## src/rtl/stream_burst_source_if.sv

```systemverilog
// Valid/ready beat stream between a producer and a consumer.
//   out_valid : producer has a beat on out_data/out_last
//   out_ready : consumer can take the beat this cycle
//   out_data  : beat payload
//   out_last  : marks the final beat of a burst
// master: the producing side. slave: the consuming side.
interface stream_burst_source_if #(
  parameter int WIDTH = 32
);
  logic             out_valid;
  logic             out_ready;
  logic [WIDTH-1:0] out_data;
  logic             out_last;

  modport master (
    output out_valid,
    output out_data,
    output out_last,
    input  out_ready
  );

  modport slave (
    input  out_valid,
    input  out_data,
    input  out_last,
    output out_ready
  );
endinterface

```

## src/rtl/stream_burst_source.sv

```systemverilog
// Burst traffic generator with a valid/ready output stream.
// On an accepted start it emits start_len beats whose data counts up from
// start_seed (wrapping modulo 2^WIDTH), with start_gap idle cycles after
// each accepted non-final beat. Beats are held stable under backpressure.
//
// Ports:
//   clk, rst_n  : clock, asynchronous active-low reset
//   start       : command strobe, only looked at while idle
//   start_seed  : data of the first beat
//   start_len   : beats in the burst (0 = pulse done, send nothing)
//   start_gap   : idle cycles after each accepted non-final beat
//   busy        : a burst is in progress
//   done        : one-cycle pulse when a burst ends (or zero-length start)
//   stall_cnt   : cycles this burst spent valid but not accepted, saturating
//   m           : output stream (master side)
// Every output comes straight from a flop; out_ready only steers next state.
module stream_burst_source #(
  parameter int WIDTH = 32,
  parameter int LEN_W = 16,
  parameter int GAP_W = 4
) (
  input  logic                  clk,
  input  logic                  rst_n,
  input  logic                  start,
  input  logic [WIDTH-1:0]      start_seed,
  input  logic [LEN_W-1:0]      start_len,
  input  logic [GAP_W-1:0]      start_gap,
  output logic                  busy,
  output logic                  done,
  output logic [31:0]           stall_cnt,
  stream_burst_source_if.master m
);

  typedef enum logic [1:0] {
    IDLE = 2'd0,
    SEND = 2'd1,
    GAP  = 2'd2
  } state_t;

  state_t           state, nxt_state;
  logic [LEN_W-1:0] remain, nxt_remain;      // beats left, including the one on the bus
  logic [GAP_W-1:0] gap_lat, nxt_gap_lat;    // gap length latched at start
  logic [GAP_W-1:0] gap_cnt, nxt_gap_cnt;    // idle cycles still to spend in GAP
  logic [WIDTH-1:0] nxt_data;
  logic             nxt_valid, nxt_last, nxt_done, nxt_busy;
  logic [31:0]      nxt_stall;

  function automatic logic [31:0] sat_inc32(input logic [31:0] v);
    return (v == 32'hFFFF_FFFF) ? v : v + 32'd1;
  endfunction

  function automatic logic [WIDTH-1:0] wrap_inc(input logic [WIDTH-1:0] v);
    return v + WIDTH'(1);
  endfunction

  always_comb begin
    nxt_state   = state;
    nxt_remain  = remain;
    nxt_gap_lat = gap_lat;
    nxt_gap_cnt = gap_cnt;
    nxt_data    = m.out_data;
    nxt_valid   = m.out_valid;
    nxt_last    = m.out_last;
    nxt_done    = 1'b0;
    nxt_stall   = stall_cnt;

    case (state)
      IDLE: begin
        nxt_valid = 1'b0;
        nxt_last  = 1'b0;
        if (start) begin
          nxt_stall = 32'd0;
          if (start_len == '0) begin
            nxt_done = 1'b1;
          end else begin
            nxt_state   = SEND;
            nxt_remain  = start_len;
            nxt_gap_lat = start_gap;
            nxt_data    = start_seed;
            nxt_valid   = 1'b1;
            nxt_last    = (start_len == LEN_W'(1));
          end
        end
      end

      SEND: begin
        if (m.out_ready) begin
          if (remain == LEN_W'(1)) begin
            // Final beat accepted; out_data keeps its value.
            nxt_state  = IDLE;
            nxt_remain = '0;
            nxt_valid  = 1'b0;
            nxt_last   = 1'b0;
            nxt_done   = 1'b1;
          end else begin
            nxt_remain = remain - LEN_W'(1);
            nxt_data   = wrap_inc(m.out_data);
            if (gap_lat == '0) begin
              nxt_valid = 1'b1;
              nxt_last  = (remain == LEN_W'(2));
            end else begin
              // Data advances now; last is raised again when valid returns.
              nxt_state   = GAP;
              nxt_valid   = 1'b0;
              nxt_last    = 1'b0;
              nxt_gap_cnt = gap_lat;
            end
          end
        end else begin
          nxt_stall = sat_inc32(stall_cnt);
        end
      end

      GAP: begin
        if (gap_cnt == GAP_W'(1)) begin
          nxt_state   = SEND;
          nxt_gap_cnt = '0;
          nxt_valid   = 1'b1;
          nxt_last    = (remain == LEN_W'(1));
        end else begin
          nxt_gap_cnt = gap_cnt - GAP_W'(1);
        end
      end

      default: begin
        nxt_state = IDLE;
        nxt_valid = 1'b0;
        nxt_last  = 1'b0;
      end
    endcase

    nxt_busy = (nxt_state != IDLE);
  end

  // Registered state and outputs
  always_ff @(posedge clk or negedge rst_n) begin
    if (!rst_n) begin
      state       <= IDLE;
      remain      <= '0;
      gap_lat     <= '0;
      gap_cnt     <= '0;
      m.out_data  <= '0;
      m.out_valid <= 1'b0;
      m.out_last  <= 1'b0;
      done        <= 1'b0;
      busy        <= 1'b0;
      stall_cnt   <= 32'd0;
    end else begin
      state       <= nxt_state;
      remain      <= nxt_remain;
      gap_lat     <= nxt_gap_lat;
      gap_cnt     <= nxt_gap_cnt;
      m.out_data  <= nxt_data;
      m.out_valid <= nxt_valid;
      m.out_last  <= nxt_last;
      done        <= nxt_done;
      busy        <= nxt_busy;
      stall_cnt   <= nxt_stall;
    end
  end

endmodule

```

## src/flat_wrapper.sv

```systemverilog
// flat-port wrapper written by rule: the top's interface ports become plain ports
module stream_burst_source_flat 
#(
  parameter int WIDTH = 32,
  parameter int LEN_W = 16,
  parameter int GAP_W = 4
)
  (clk, rst_n, start, start_seed, start_len, start_gap, busy, done, stall_cnt, m_out_valid, m_out_data, m_out_last, m_out_ready);
  stream_burst_source_if #(.WIDTH(WIDTH)) m_i ();
  input  logic clk;
  input  logic rst_n;
  input  logic start;
  input  logic [WIDTH-1:0] start_seed;
  input  logic [LEN_W-1:0] start_len;
  input  logic [GAP_W-1:0] start_gap;
  output logic busy;
  output logic done;
  output logic [31:0] stall_cnt;
  output wire logic [$bits(m_i.out_valid)-1:0] m_out_valid;
  output wire logic [$bits(m_i.out_data)-1:0] m_out_data;
  output wire logic [$bits(m_i.out_last)-1:0] m_out_last;
  input wire logic [$bits(m_i.out_ready)-1:0] m_out_ready;
  assign m_out_valid = m_i.out_valid;
  assign m_out_data = m_i.out_data;
  assign m_out_last = m_i.out_last;
  assign m_i.out_ready = m_out_ready;
  stream_burst_source #(.WIDTH(WIDTH), .LEN_W(LEN_W), .GAP_W(GAP_W)) u_core (.clk(clk), .rst_n(rst_n), .start(start), .start_seed(start_seed), .start_len(start_len), .start_gap(start_gap), .busy(busy), .done(done), .stall_cnt(stall_cnt), .m(m_i));
endmodule
```

## config.mk

```make
export PLATFORM = sky130hd
export DESIGN_NAME = stream_burst_source_flat
export DESIGN_NICKNAME = d
export VERILOG_FILES = /design/src/rtl/stream_burst_source_if.sv /design/src/rtl/stream_burst_source.sv /design/src/flat_wrapper.sv
export SDC_FILE = /design/constraint.sdc
export NUM_CORES = 1
export LEC_CHECK = 0
export CAP_MARGIN = 25
export CORE_ASPECT_RATIO = 2
export CORE_UTILIZATION = 52
export DETAILED_ROUTE_END_ITERATION = 12
export PLACE_DENSITY = 0.83
export RECOVER_POWER = 100
export SETUP_SLACK_MARGIN = 0.02
export SYNTH_ARGS = -nofsm -noshare
export SYNTH_HDL_FRONTEND = slang
export SYNTH_SLANG_ARGS = --single-unit
```

## constraint.sdc

```tcl
create_clock -name clk -period 2.85 [get_ports clk]
set_clock_uncertainty 0.05 [all_clocks]
set_input_delay 0.57 -clock clk [delete_from_list [all_inputs] [get_ports clk]]
set_output_delay 0.57 -clock clk [all_outputs]
set_load 0.02 [all_outputs]
```

After elaboration in Yosys (flattened, before gate mapping)
Cells that the tools add are included.
{ "op_classes": {"addsub": 4, "div": 0, "shift": 0, "n_eq_ne": 15, "n_bitwise": 1, "order_cmp": 0, "reduce_logical": 12, "multipliers": 0, "muxes": 45} }
{ "op_table": {"columns": ["cell", "n"], "rows": [
  ["$mux 32", 7],
  ["$pmux 32 s2", 2],
  ["$add 32x1->32 const B", 2],
  ["$mux 16", 4],
  ["$eq 16x1->1 const B", 2],
  ["$eq 32x32->1 const B", 1],
  ["$pmux 16 s2", 1],
  ["$eq 16x2->1 const B", 1],
  ["$logic_not 16->1", 1],
  ["$mux 1", 16],
  ["$mux 4", 4],
  ["$sub 16x1->16 const B", 1],
  ["$ne 2x2->1 const B", 7],
  ["$mux 2", 6],
  ["$reduce_and 4->1", 3],
  ["$pmux 4 s2", 1],
  ["$pmux 1 s3", 2],
  ["$pmux 2 s3", 1],
  ["$reduce_bool 2->1", 3],
  ["$reduce_and 5->1", 1],
  ["$eq 4x1->1 const B", 1],
  ["$logic_not 4->1", 1],
  ["$sub 4x1->4 const B", 1],
  ["$reduce_and 3->1", 1],
  ["other kinds (7)", 7]
]} }
{ "totals": {"latchBits": 0, "memories": 0, "elab_cells": 87, "input_bits": 56, "regBits": 94, "mem_bits_rw": 0, "romBits": 0} }

Longest topological paths before layout
Gate-level depths: netlist of the first run.
{ "depth": {"depth_word": 6, "mapped_depth": 9, "ltp_nobuf": 7} }

Least setup slack after synthesis of the first run
Ideal clock, no wire load.
{ "synth_timing": {"path_kind": "reg-to-reg", "startpoint": "register u_core.m.out_data[1]", "endpoint": "register u_core.m.out_data[28]", "path_stages_with_launch": 7, "path_buffers": 0, "slack_ps": 732, "t_required_ps": 2679, "synth_period_minus_slack_ps": 2118, "setup_ps": 121, "t_arrival_ps": 1947, "path_cell_list": "dfrtp_1 -> ha_1 -> nand3_1 -> or3_1 -> nor4_1 -> a31oi_1 -> o22a_1"} }
{ "synth_between": {"elab_chain_len": 4} }
{ "synth_lines": {"columns": ["element", "line_no", "source"], "rows": [
  ["start: declaration", "stream_burst_source_if.sv:17", "output out_data,"],
  ["start signal: assignment", "stream_burst_source.sv:153", "m.out_data <= nxt_data;"],
  ["$add 32x1->32", "stream_burst_source.sv:53", "return v + WIDTH'(1);"],
  ["$mux 32", "stream_burst_source.sv:88", "if (remain == LEN_W'(1)) begin"],
  ["$mux 32", "stream_burst_source.sv:87", "if (m.out_ready) begin"],
  ["$pmux 32 s2", "stream_burst_source.sv:67", "case (state)"]
]} }
Every way passes these cells. The select of a mux whose other input is x is not followed.
A chain may end at the register's enable or synchronous reset.

Final worst setup path of the first run
{ "layout_timing": {"startpoint": "input port start_len[1]", "endpoint": "register u_core.m.out_data[30]"} }
{ "layout_between": {"elab_chain_len": 3} }
{ "layout_lines": {"columns": ["element", "line_no", "source"], "rows": [
  ["start: declaration", "flat_wrapper.sv:14", "input logic [LEN_W-1:0] start_len;"],
  ["$logic_not 16->1", "stream_burst_source.sv:73", "if (start_len == '0) begin"],
  ["$ne 2x2->1 (no source line)", null, null],
  ["$reduce_and 5->1 (no source line)", null, null]
]} }
Every way passes these cells.

==> flow_metrics.env, run 1 <==
export IMPL_yosysTopAreaCell="dfrtp_1"
export IMPL_setup_slack_ns=0.126
export IMPL_grt_total_usage_pct=34.3
export IMPL_final_area_um2=7830
export IMPL_switching_share_pct=44.2
export IMPL_p_sw_mw=3.35
export IMPL_htree_levels=3
export IMPL_wl_met3_um=904
export IMPL_status="finished, final reports clean"
export IMPL_yosysUniqueCellTypes=80
export IMPL_drc_errors=0
export IMPL_min_period_ns=2.72
export IMPL_nets=881
export IMPL_hold_violations=0
export IMPL_area_growth_pct=31.5
export IMPL_cts_sinks=94
export IMPL_cts_tree="yes"
export IMPL_num_antenna_cells=0
export IMPL_cts_root_buf="clkbuf_16"
export IMPL_fin_crit_sh_pct=95.6
export IMPL_yosysSeqAreaShare_pct=39.5
export IMPL_wl_met2_mm=11.0
export IMPL_hpwl_mm=14.9
export IMPL_ys_warn_count=0
export IMPL_final_common_cell="dfrtp_1"
export IMPL_power_per_cell_area_nw_per_um2=968
export IMPL_holdCritPathClass="in -> async"
export IMPL_drtIter0Drc=514
export IMPL_ff2ff_path_depth=8
export IMPL_synth_top_area_share_pct=39.5
export IMPL_maxCapViolCount=0
export IMPL_synth_edf_count=0
export IMPL_drtAntennaViolNets=0
export IMPL_avgSynthCellArea_um2=8.75
export IMPL_detailedPlace_worstSlack_ns=-0.271
export IMPL_start_util_pct=54.1
export IMPL_p_comb_share_pct=49.4
export IMPL_syn_area_um2=5950
export IMPL_rrSetupSlack_ns=0.23
export IMPL_critPathMaxFanout=18
export IMPL_final_layout_size_suffix_gt1_share_pct=9.60
export IMPL_synthCells=680
export IMPL_grt_ovfl_total=0
export IMPL_timing_fmax_mhz=367
export IMPL_clockPowerShare_pct=18.8
export IMPL_vias_per_cell=6.66
export IMPL_ys_ff_latch=94
export IMPL_worstSkewPairLatency_ns=0.34
export IMPL_final_cell_mix="dfrtp_1, nand2_1, dlygate4sd3_1"
export IMPL_slew_violations=0
export IMPL_highest_layer="met4"
export IMPL_fillers=864
export IMPL_wl_per_cell_um=20.7
export IMPL_ff_latch_area_um2=2350
export IMPL_multiInputGateArea_um2=3360
export IMPL_worst_slew_pin_slew_ns=1.17
export IMPL_drt_pass1_iterations=6
export IMPL_antenna_found_initial=0
export IMPL_p_leak_nw=3.28
export IMPL_async_reset_ff_share_pct=100
export IMPL_start_kind="primary input"
export IMPL_rows=54
export IMPL_dieArea_um2=11900
export IMPL_cts_buffer_depth=2
export IMPL_routed_wl_mm=19.9
export IMPL_pwr_share_seq_pct=31.8
export IMPL_crit_required_ns=3.08
export IMPL_io_buffers=123
export IMPL_grt_max_degree=52
export IMPL_die_h_um=153
export IMPL_irDropWorstVdd_uv=671
export IMPL_die_w_um=77.7
export IMPL_ioPinCount=124
export IMPL_dpl_cell_area_um2=7550
export IMPL_worstPathArrival_ns=2.95
export IMPL_wl_met1_mm=6.81
export IMPL_max_slew_margin_rel_pct=22.0
export IMPL_rsz0062_at_grt="no"
export IMPL_cts_buffers=9
export IMPL_path_class="in -> reg"
export IMPL_synth_fp_nets=743
export IMPL_vias=6417
export IMPL_path_clk_slew_ns=0.07
export IMPL_first_global_vias=6507
export IMPL_grt_pass1_wl_mm=31.9
export IMPL_ys_flop_type="dfrtp_1"
export IMPL_timing_hold_ws_ns=0.406
export IMPL_internal_power_mw=4.23
export IMPL_routabilityCongestion=1.02
export IMPL_core_um2=11000
export IMPL_synth_area_top_cells="dfrtp_1, nand2_1, a21oi_1"
export IMPL_setup_viol=0
export IMPL_post_cts_buffers=0
export IMPL_crit_path_end_kind="flop"
==> path summary, 6_finish.rpt <==
check / from / endpoint
min in group clk: u_core.gap_lat[1] / u_core.gap_lat[1]
min reg2reg: u_core.gap_lat[1] / u_core.gap_lat[1]
min: rst_n / u_core.stall_cnt[20]
max reg2reg: u_core.remain[1] / u_core.m.out_data[30]
max: start_len[1] / u_core.m.out_data[30]
max in group asynchronous: rst_n / u_core.remain[13]
==> per-layer routing <==
| metal | vias up | track usage [%] |
|---|---|---|
| li1 | 2909 | - |
| met1 | 3097 | 33.4 |
| met2 | 328 | 63.8 |
| met3 | 83 | 5.19 |
| met4 | 0 | 24.7 |
| met5 | - | 0 |
==> critical path, cell delays in order <==
cell and delay, ns:
clkdlybuf4s50_1 0.45, nor4_2 0.46, nand4_1 0.40, o21a_1 0.31
buf_4 0.16, nor2_1 0.10, clkbuf_4 0.30, o22a_1 0.20
==> power groups by stage <==
stage | Clock, mW | Combinational [mW] | Sequential, mW
floorplan | 0 | 2.14 | 2.53
global placement | 0 | 3.76 | 2.39
detailed placement | 0 | 3.87 | 2.40
CTS | 1.44 | 3.88 | 2.39
global route | 1.51 | 4.04 | 2.46
finish | 1.43 | 3.74 | 2.41
==> sequential cells by signal, indices dropped and copies added, names as in the netlist <==
register / flops
u_core.state: 2
u_core.stall_cnt: 32
u_core.busy: 1
u_core.m.out_last: 1
u_core.m.out_valid: 1
u_core.m.out_data: 32
u_core.remain: 16
u_core.done: 1
u_core.gap_cnt: 4
u_core.gap_lat: 4
==> cells by family (layout without fill, tap and decap cells) <==
kind of cell | Yosys count | in the layout | share of synthesized area (%)
AOI/OAI and AO/OA | 209 | 209 | 25.1
xor gates and xnor gates | 5 | 5 | 0.736
adders and majority gates | 7 | 7 | 1.47
buffers and inverters | 53 | 196 | 3.99
DFF | 94 | 94 | 39.5
muxes | 12 | 12 | 2.04
and+or+nand+nor | 300 | 300 | 27.1
==> metrics by stage <==
stage / cells / setup TNS, ns / power [mW] / utilization, %
after floorplan: 680 / 0 / 4.67 / -
after global placement: 947 / -7.75 / 6.15 / 68.6
after detailed placement: 947 / -7.08 / 6.27 / 68.6
after CTS: 963 / 0 / 7.72 / 71.8
after global routing: 963 / 0 / 8.01 / 71.1
final: 963 / 0 / 7.57 / 71.1
==> timing repair <==
action / 4_1_cts / 5_1_grt
resized for setup: 0 / 1
hold buffers: 0 / 0
endpoints found under the setup margin: 0 / 18
==> layout make-up <==
type                    count  area share [%]
well taps                 140            2.24
clock buffers              10            3.05
multi-input cells         533            43.0
repair buffers            165            19.5
clock inverters             6            1.49
inverters                  15           0.719
flip-flops and latches     94            30.1
==> Yosys cell counts, types with 6 or more instances <==
cell type	instances
dfrtp_1	94
nand2_1	85
a21oi_1	50
nor2_1	50
nand3_1	28
nor3_1	22
nand4_1	19
o21ai_0	19
buf_2	16
o22a_1	16
o22ai_1	16
a31oi_1	15
and3_1	15
inv_1	15
clkbuf_1	14
nor4_1	13
or4_1	12
mux2i_1	11
o2bb2ai_1	11
o31ai_1	11
a22oi_1	10
nand2b_1	9
a32oi_1	7
and4_1	7
ha_1	7
a2bb2oi_1	6
or3_1	6
Note: power is estimated with default switching activity, not from simulation.
==> inputs of run 2 (changes only) <==
- CTS_CLUSTER_SIZE: unset -> 8
- GPL_TIMING_DRIVEN: unset -> 0
==> run 2 against run 1 <==
Against the previous run:
- the run now ends with max-capacitance violations, max-slew violations, negative setup slack left
- cell area decreased by 0.78%
- fmax decreased by 4.6%
- setup slack got worse by 0.13 ns
- register-to-register slack got worse by 0.06 ns
- worst hold slack improved by 0.061 ns
- via count increased by 1.8%
- non-clock buffer count unchanged
- die area unchanged
- highest routed layer unchanged
==> flow_metrics.env, run 2 (synthesis gave the netlist of run 1 again) <==
export IMPL_grt_pass1_wl_mm=34.5
export IMPL_hold_depth=2
export IMPL_status="complete, but fails checks"
export IMPL_irDropWorstVdd_uv=629
export IMPL_vias=6531
export IMPL_area_growth_pct=30.5
export IMPL_first_global_vias=6742
export IMPL_drtAntennaViolNets=0
export IMPL_cts_buffers=9
export IMPL_tns_ns=-0.0133
export IMPL_critical_path_reg2reg_endpoint="u_core.state[0]"
export IMPL_holdCritPathClass="reg -> reg"
export IMPL_vias_per_cell=6.78
export IMPL_final_cell_mix="dfrtp_1, nand2_1, dlygate4sd3_1"
export IMPL_wl_met2_mm=11.9
export IMPL_hpwl_mm=16.8
export IMPL_die_w_um=77.7
export IMPL_num_antenna_cells=0
export IMPL_startpoint="start_len[1]"
export IMPL_grt_max_degree=64
export IMPL_fillers=896
export IMPL_timing_hold_ws_ns=0.467
export IMPL_min_to="u_core.gap_lat[0]"
export IMPL_cts_root_buf="clkbuf_16"
export IMPL_final_area_um2=7770
export IMPL_rows=54
export IMPL_fin_cells=963
export IMPL_die_h_um=153
export IMPL_htree_levels=3
export IMPL_crit_required_ns=3.01
export IMPL_rsz0062_at_grt="yes"
export IMPL_rrSetupSlack_ns=0.17
export IMPL_placed_cells=944
export IMPL_worstPathArrival_ns=3.02
export IMPL_multiInputGateArea_um2=3400
export IMPL_routabilityCongestion=1.06
export IMPL_ff_latch_area_um2=2350
export IMPL_drc_errors=0
export IMPL_timing_fmax_mhz=350
export IMPL_critPathMaxFanout=10
export IMPL_slew_violations=32
export IMPL_final_layout_size_suffix_gt1_share_pct=8.26
export IMPL_nets=881
export IMPL_routed_wl_mm=22.1
export IMPL_max_slew_margin_rel_pct=-31.1
export IMPL_ff2ff_path_depth=7
export IMPL_setup_slack_ns=-0.00525
export IMPL_p_leak_nw=3.22
export IMPL_path_clk_slew_ns=0.07
export IMPL_grt_total_usage_pct=38.0
export IMPL_cts_buffer_depth=2
export IMPL_crit_path_end_kind="flop"
export IMPL_min_period_ns=2.86
export IMPL_antenna_found_initial=0
export IMPL_io_buffers=123
export IMPL_core_um2=11000
export IMPL_worstSkewPairLatency_ns=0.35
export IMPL_cts_sinks=94
export IMPL_setup_viol=3
export IMPL_start_util_pct=54.1
export IMPL_hold_violations=0
export IMPL_cts_hold_buf=0
export IMPL_start_kind="primary input"
export IMPL_ioPinCount=124
export IMPL_dieArea_um2=11900
export IMPL_wl_per_cell_um=22.9
export IMPL_highest_layer="met4"
export IMPL_cts_tree="yes"
export IMPL_wl_met1_mm=7.06
export IMPL_final_common_cell="dfrtp_1"
export IMPL_drt_pass1_iterations=5
export IMPL_power_per_cell_area_nw_per_um2=982
export IMPL_wl_met3_mm=1.22
export IMPL_grt_ovfl_total=0
export IMPL_path_class="in -> reg"
export IMPL_maxCapViolCount=1
export IMPL_drtIter0Drc=448
export IMPL_hp_start="u_core.gap_lat[0]"
export IMPL_utilization_pct=70.5
export IMPL_r2r_start="u_core.remain[1]"
export IMPL_fin_crit_sh_pct=100
export IMPL_worst_slew_pin_slew_ns=1.97
export IMPL_reg_top3="u_core.m.out_data: 32 flops, u_core.stall_cnt: 32 flops, u_core.remain: 16 flops"
export IMPL_violations="max-capacitance violations, max-slew violations, negative setup slack"
export IMPL_dpl_cell_area_um2=7380
## run 2: how the worst max path moves through the flow
stage | end | cells past startpoint | slack (ns)
global route | u_core.stall_cnt[18] | 8 | 0.006
CTS | u_core.stall_cnt[18] | 8 | 0.03
floorplan | u_core.m.out_data[28] | 6 | 0.73
detailed placement | u_core.m.out_data[26] | 7 | -0.71
finish | u_core.m.out_data[4] | 8 | -0.005
global placement | u_core.m.out_data[28] | 1 | -2.39
## run 2: critical path, cell delays in order
cell and delay (ns):
clkdlybuf4s50_1 0.45, nor4_1 0.55, nand4_1 0.15, buf_4 0.19, o21a_1 0.21, nor2_2 0.40, clkbuf_2 0.36, o22ai_1 0.13
## run 2: what timing repair did
item                       4_1_cts  5_1_grt
cloned                           0        0
pin swaps                        1        0
setup endpoints to repair       49        6
gates resized for setup          4        3
setup buffers                    2        0
## run 2: layer usage
metal,global-route usage [%],up-vias
li1,-,2903
met1,35.1,3126
met2,69.8,390
met3,5.61,112
met4,33.3,0
met5,0,-
## run 2: cell type report
type                       count  area share (%)
buffer                        38            2.35
clock buffer                   9            2.90
clock inverter                 7            1.34
inverter                      15           0.725
multi-input combinational    533            43.8
sequential                    94            30.3
tap                          140            2.26
timing repair buffer         127            16.4
## run 2: per-stage QoR
stage               setup WS (ns)  power (mW)
floorplan                   0.732        4.67
global placement            -2.39        6.14
detailed placement         -0.709        6.25
CTS                        0.0347        7.64
global route              0.00558        8.02
finish                   -0.00525        7.63
## run 2: power by group
| group | leakage, nW | internal, mW | switching (mW) | total (mW) |
|---|---|---|---|---|
| Sequential | 1.18 | 1.78 | 0.593 | 2.37 |
| Combinational | 1.88 | 1.48 | 2.42 | 3.90 |
| Clock | 0.155 | 0.782 | 0.576 | 1.36 |
==> inputs of run 3 (changes only) <==
- GPL_TIMING_DRIVEN: 0 -> 1
==> results of run 3 <==
Final layout, timing and power as in run 1 (identical DEF).
